$ cat src/rtl/affine_subblk_sched.sv
// Sequences reference fetch, interpolation filter and Hadamard per 4x4 sub-block of one CU
// and accumulates the SATD of all sub-blocks for a single affine mode.
module affine_subblk_sched #(
    parameter int DATA_W = 16
) (
    input  logic              clk,
    input  logic              rst_n,
    input  logic              start,
    input  logic [5:0]        num_of_sub_blk,
    input  logic              mode_6param,
    input  logic              abort,
    output logic              ref_req,
    output logic [5:0]        ref_blk_idx,
    input  logic              ref_gnt,
    output logic              filt_start,
    input  logic              filt_done,
    output logic              had_start,
    input  logic              had_done,
    input  logic [DATA_W-1:0] had_satd,
    output logic              busy,
    output logic              done,
    output logic [21:0]       had_sum,
    output logic              result_6param
);
    localparam int SUM_W = 22;

    typedef enum logic [2:0] {IDLE, FETCH, FILTER, HAD, DONE} state_t;

    state_t     state, nxt;
    logic [5:0] cnt_q;
    logic       accept, active, sum_hit, last_blk;
    logic       ref_req_d, filt_start_d, had_start_d, busy_d, done_d;

    function automatic logic [SUM_W-1:0] acc_add(input logic [SUM_W-1:0] a,
                                                 input logic [DATA_W-1:0] b);
        return a + SUM_W'(b);
    endfunction

    assign accept   = (state == IDLE) && start;
    assign active   = (state == FETCH) || (state == FILTER) || (state == HAD);
    assign last_blk = ((ref_blk_idx + 6'd1) == cnt_q);
    // filt_start/had_start double as "first cycle of state" flags for ignoring early responses
    assign sum_hit  = (state == HAD) && !abort && !had_start && had_done;

    always_comb begin
        nxt = state;
        case (state)
            IDLE:    if (start) nxt = (num_of_sub_blk != 6'd0) ? FETCH : DONE;
            FETCH:   if (abort) nxt = IDLE;
                     else if (ref_gnt) nxt = FILTER;
            FILTER:  if (abort) nxt = IDLE;
                     else if (!filt_start && filt_done) nxt = HAD;
            HAD:     if (abort) nxt = IDLE;
                     else if (!had_start && had_done) nxt = last_blk ? DONE : FETCH;
            DONE:    nxt = IDLE;
            default: nxt = IDLE;
        endcase
    end

    always_comb begin
        ref_req_d    = (nxt == FETCH);
        filt_start_d = (nxt == FILTER) && (state != FILTER);
        had_start_d  = (nxt == HAD) && (state != HAD);
        busy_d       = (nxt == FETCH) || (nxt == FILTER) || (nxt == HAD);
        done_d       = (nxt == DONE);
    end

    always_ff @(posedge clk) begin
        if (!rst_n) begin
            state         <= IDLE;
            ref_req       <= 1'b0;
            filt_start    <= 1'b0;
            had_start     <= 1'b0;
            busy          <= 1'b0;
            done          <= 1'b0;
            ref_blk_idx   <= 6'd0;
            cnt_q         <= 6'd0;
            had_sum       <= '0;
            result_6param <= 1'b0;
        end else begin
            state      <= nxt;
            ref_req    <= ref_req_d;
            filt_start <= filt_start_d;
            had_start  <= had_start_d;
            busy       <= busy_d;
            done       <= done_d;
            if (accept) begin
                cnt_q         <= num_of_sub_blk;
                result_6param <= mode_6param;
                had_sum       <= '0;
                ref_blk_idx   <= 6'd0;
            end else if (active && abort) begin
                had_sum <= '0;
            end else if (sum_hit) begin
                had_sum <= acc_add(had_sum, had_satd);
                if (!last_blk) ref_blk_idx <= ref_blk_idx + 6'd1;
            end
        end
    end
endmodule
$ cat config.mk
export PLATFORM = sky130hd
export DESIGN_NAME = affine_subblk_sched
export DESIGN_NICKNAME = d
export VERILOG_FILES = /design/src/rtl/affine_subblk_sched.sv
export SDC_FILE = /design/constraint.sdc
export NUM_CORES = 1
export LEC_CHECK = 0
export CAP_MARGIN = 25
export CORE_AREA = 4 4 90 92
export DETAILED_ROUTE_END_ITERATION = 8
export DIE_AREA = 0 0 94 96
export DONT_BUFFER_PORTS = 1
export GPL_ROUTABILITY_DRIVEN = 1
export HOLD_SLACK_MARGIN = 0.1
export PLACE_DENSITY = 0.63
export SLEW_MARGIN = 20
export SYNTH_ARGS = -nofsm -noshare
export SYNTH_HDL_FRONTEND = slang
export SYNTH_SLANG_ARGS = --single-unit
$ cat constraint.sdc
create_clock -name clk -period 3.2 [get_ports clk]
set_input_delay 0.48 -clock clk [delete_from_list [all_inputs] [get_ports clk]]
set_output_delay 0.48 -clock clk [all_outputs]
set_load 0.02 [all_outputs]
==> flow_summary.yaml <==
run_status:
  status: "complete, no violations"
placed_design:
  placed_cell_area_um2: 2831
  dp_cells: 437
  gp_congestion: 0.8925
  pre_cts_ws_ns: 0.7020
  hpwl_um: 4973
  io_buffers: 0
synthesis:
  synth_warnings: 0
  synth_most_common_cell: "nand2_1"
  synth_flop_cell: "dfxtp_1"
  synth.area.top_cells: "dfxtp_1 32%, ha_1 7.8%, nand2_1 7.5%"
  synth_top_area_share_pct: 31.71
  synthArstFlopShare_pct: 0
  synth_common_cells: "54 x nand2_1, 43 x dfxtp_1, 28 x a21oi_1"
  seq_area_frac_synth_pct: 31.71
  synthDistinctLibCells: 49
  ys_ff_latch: 43
  avgSynthCellArea_um2: 7.870
  synthCells: 345
  synthesis.area_um2: 2715
  synth_edf_count: 0
  synth_area_leader_cell: "dfxtp_1"
  syn_nets: 393
power:
  internal-power_uw: 734.9
  p_switching_uw: 280.6
  combPwrFrac_pct: 10.1
  power.total_mw: 1.016
  max-vdd-ir-drop_mv: 0.1774
  pwr-share-seq_pct: 54.7
  power.leakage_nw: 1.051
  clkPwrFrac_pct: 35.2
  p_per_area_nw_per_um2: 348.2
  p_sw_share_pct: 27.63
min_path:
  hold_path_depth: 1
  hp-class: "input port to flop"
  hold_path_end: "state[2]"
  hold_start: "rst_n"
timing:
  tns_ns: 0
  period_share_pct: 78.29
  rsz0062_at_grt: "false"
  setup_viol: 0
  tightest_slew_ns: 0.6227
  hold_ws_ns: 0.3049
  finalMaxSlewViolations: 0
  fmax_mhz: 399.1
  fin_skew_ns: 0.006882
  hold_violations: 0
  worst_slack_ns: 0.6946
  min_period_ns: 2.505
  slew_headroom_pct: 58.49
worst_setup_path:
  crit_fanout: 4
  r2r-start: "had_sum[0]"
  worstSetupEndpointType: "flop"
  worstPathRequired_ns: 3.44
  crit_type: "flop to flop"
  reg2reg_depth: 9
  rrSetupSlack_ns: 0.69
  r2r-end: "had_sum[20]"
  start_kind: "flop"
  arrival_ns: 2.74
clock_tree:
  clk_pin_slew_ns: 0.09
  hold_buffers: 0
  worstSkewPairLatency_ns: 0.30
  post_cts_buffers: 0
  htreeDepth: 2
  clockBufferDepth: 2
  cts_tree: "yes"
  cts_resized: 0
  numCtsBuffers: 5
  cts_root_buffer: "clkbuf_8"
  clock-sinks: 43
grt:
  gr-total-overflow: 0
  antenna_found_initial: 0
  grt_max_degree: 26
  grt_pass1_wl_um: 11220
  grt_pass1_vias: 2383
  track_usage_pct: 15.24
die:
  fp.dieH_um: 96
  die_w_um: 94
  ios: 64
  start_util_pct: 37.63
  dieArea_um2: 9024
  fp.coreArea_um2: 7214
  rows: 31
routing:
  top_layer_used: "met4"
  drt_iter0_markers: 70
  drc_errors: 0
  via_count: 2464
  wl_per_cell_um: 15.08
  dr_wl_met3_um: 548
  dr.pass1.iters: 4
  wl_met2_um: 3085
  wl_met1_um: 3015
  drt-vias-per-instance: 5.537
  final_antenna_net_count: 0
  drt_wl_total_um: 6711
final_layout:
  final_util_pct: 40.43
  fin_area_um2: 2917
  fin_nets: 393
  drive_above_1_share_pct: 5.202
  area_growth_pct: 7.419
  diodes: 0
  final_cells: 445
job:
  maxCapViolations: 0
cells by family after synthesis:
kind of cell / count (synthesis) / share of synthesized area, %
mux: 10 / 3.687
fa+ha+maj: 18 / 8.571
buf+inv: 21 / 2.903
compound gates: 85 / 20.55
simple gates: 156 / 28.71
xor+xnor: 12 / 3.871
flops: 43 / 31.71
critical path, cell delays in order, from the launching register on:
cell and delay [ns]:
dfxtp_1 0.47, ha_1 0.23, inv_1 0.06, fa_1 0.38, nor2b_1 0.21, o31a_1 0.22, a21oi_1 0.14, and2_1 0.17
o41ai_1 0.36, mux2i_1 0.21
worst max path at each step:
stage / startpoint / end / cells past startpoint
2_1_floorplan: had_sum[0] / had_sum[20] / 9
3_3_place_gp: had_sum[0] / had_sum[20] / 9
3_5_place_dp: had_sum[0] / had_sum[20] / 9
4_1_cts: had_sum[0] / had_sum[20] / 9
5_1_grt: had_sum[0] / had_sum[20] / 9
6_report: had_sum[0] / had_sum[20] / 9
flip-flops by register name, summed over array words and instances, names as in the netlist:
register       count
result_6param      1
state              3
ref_blk_idx        6
cnt_q              6
had_sum           22
done               1
had_start          1
busy               1
filt_start         1
ref_req            1
metal layers:
metal  GRT usage (%)  vias up
li1                -     1237
met1           19.60     1149
met2           24.96       70
met3           4.848        8
met4           3.490        0
met5               0        -
cell type report:
cell class / instances / area, um^2
clock buffer: 6 / 72.57
clock inverter: 2 / 12.51
multi-input combinational: 281 / 1775
fill: 763 / 4298
sequential: 43 / 860.8
timing repair buffer: 5 / 37.54
tap: 99 / 123.9
inverter: 9 / 33.78
layout by cell type (no fill, tap or decap), drive strengths merged, types with 8 or more instances in the layout:
master  synthesis  final
inv             9      9
mux2i          10     10
dfxtp          43     43
nor3           12     12
nand3          20     20
nand2          54     54
nand4           8      8
ha             17     17
nor2           24     24
a21oi          29     29
xnor2           8      8
o21ai          17     17
nand2b         12     12
power by group through the flow:
stage,clock [mW],sequential [mW],combinational [mW]
floorplan,0,0.566,0.0828
CTS,0.373,0.556,0.103
global placement,0,0.568,0.101
finish,0.357,0.555,0.103
detailed placement,0,0.568,0.102
global route,0.394,0.557,0.118
No activity file was read; power rests on OpenSTA's default activity.
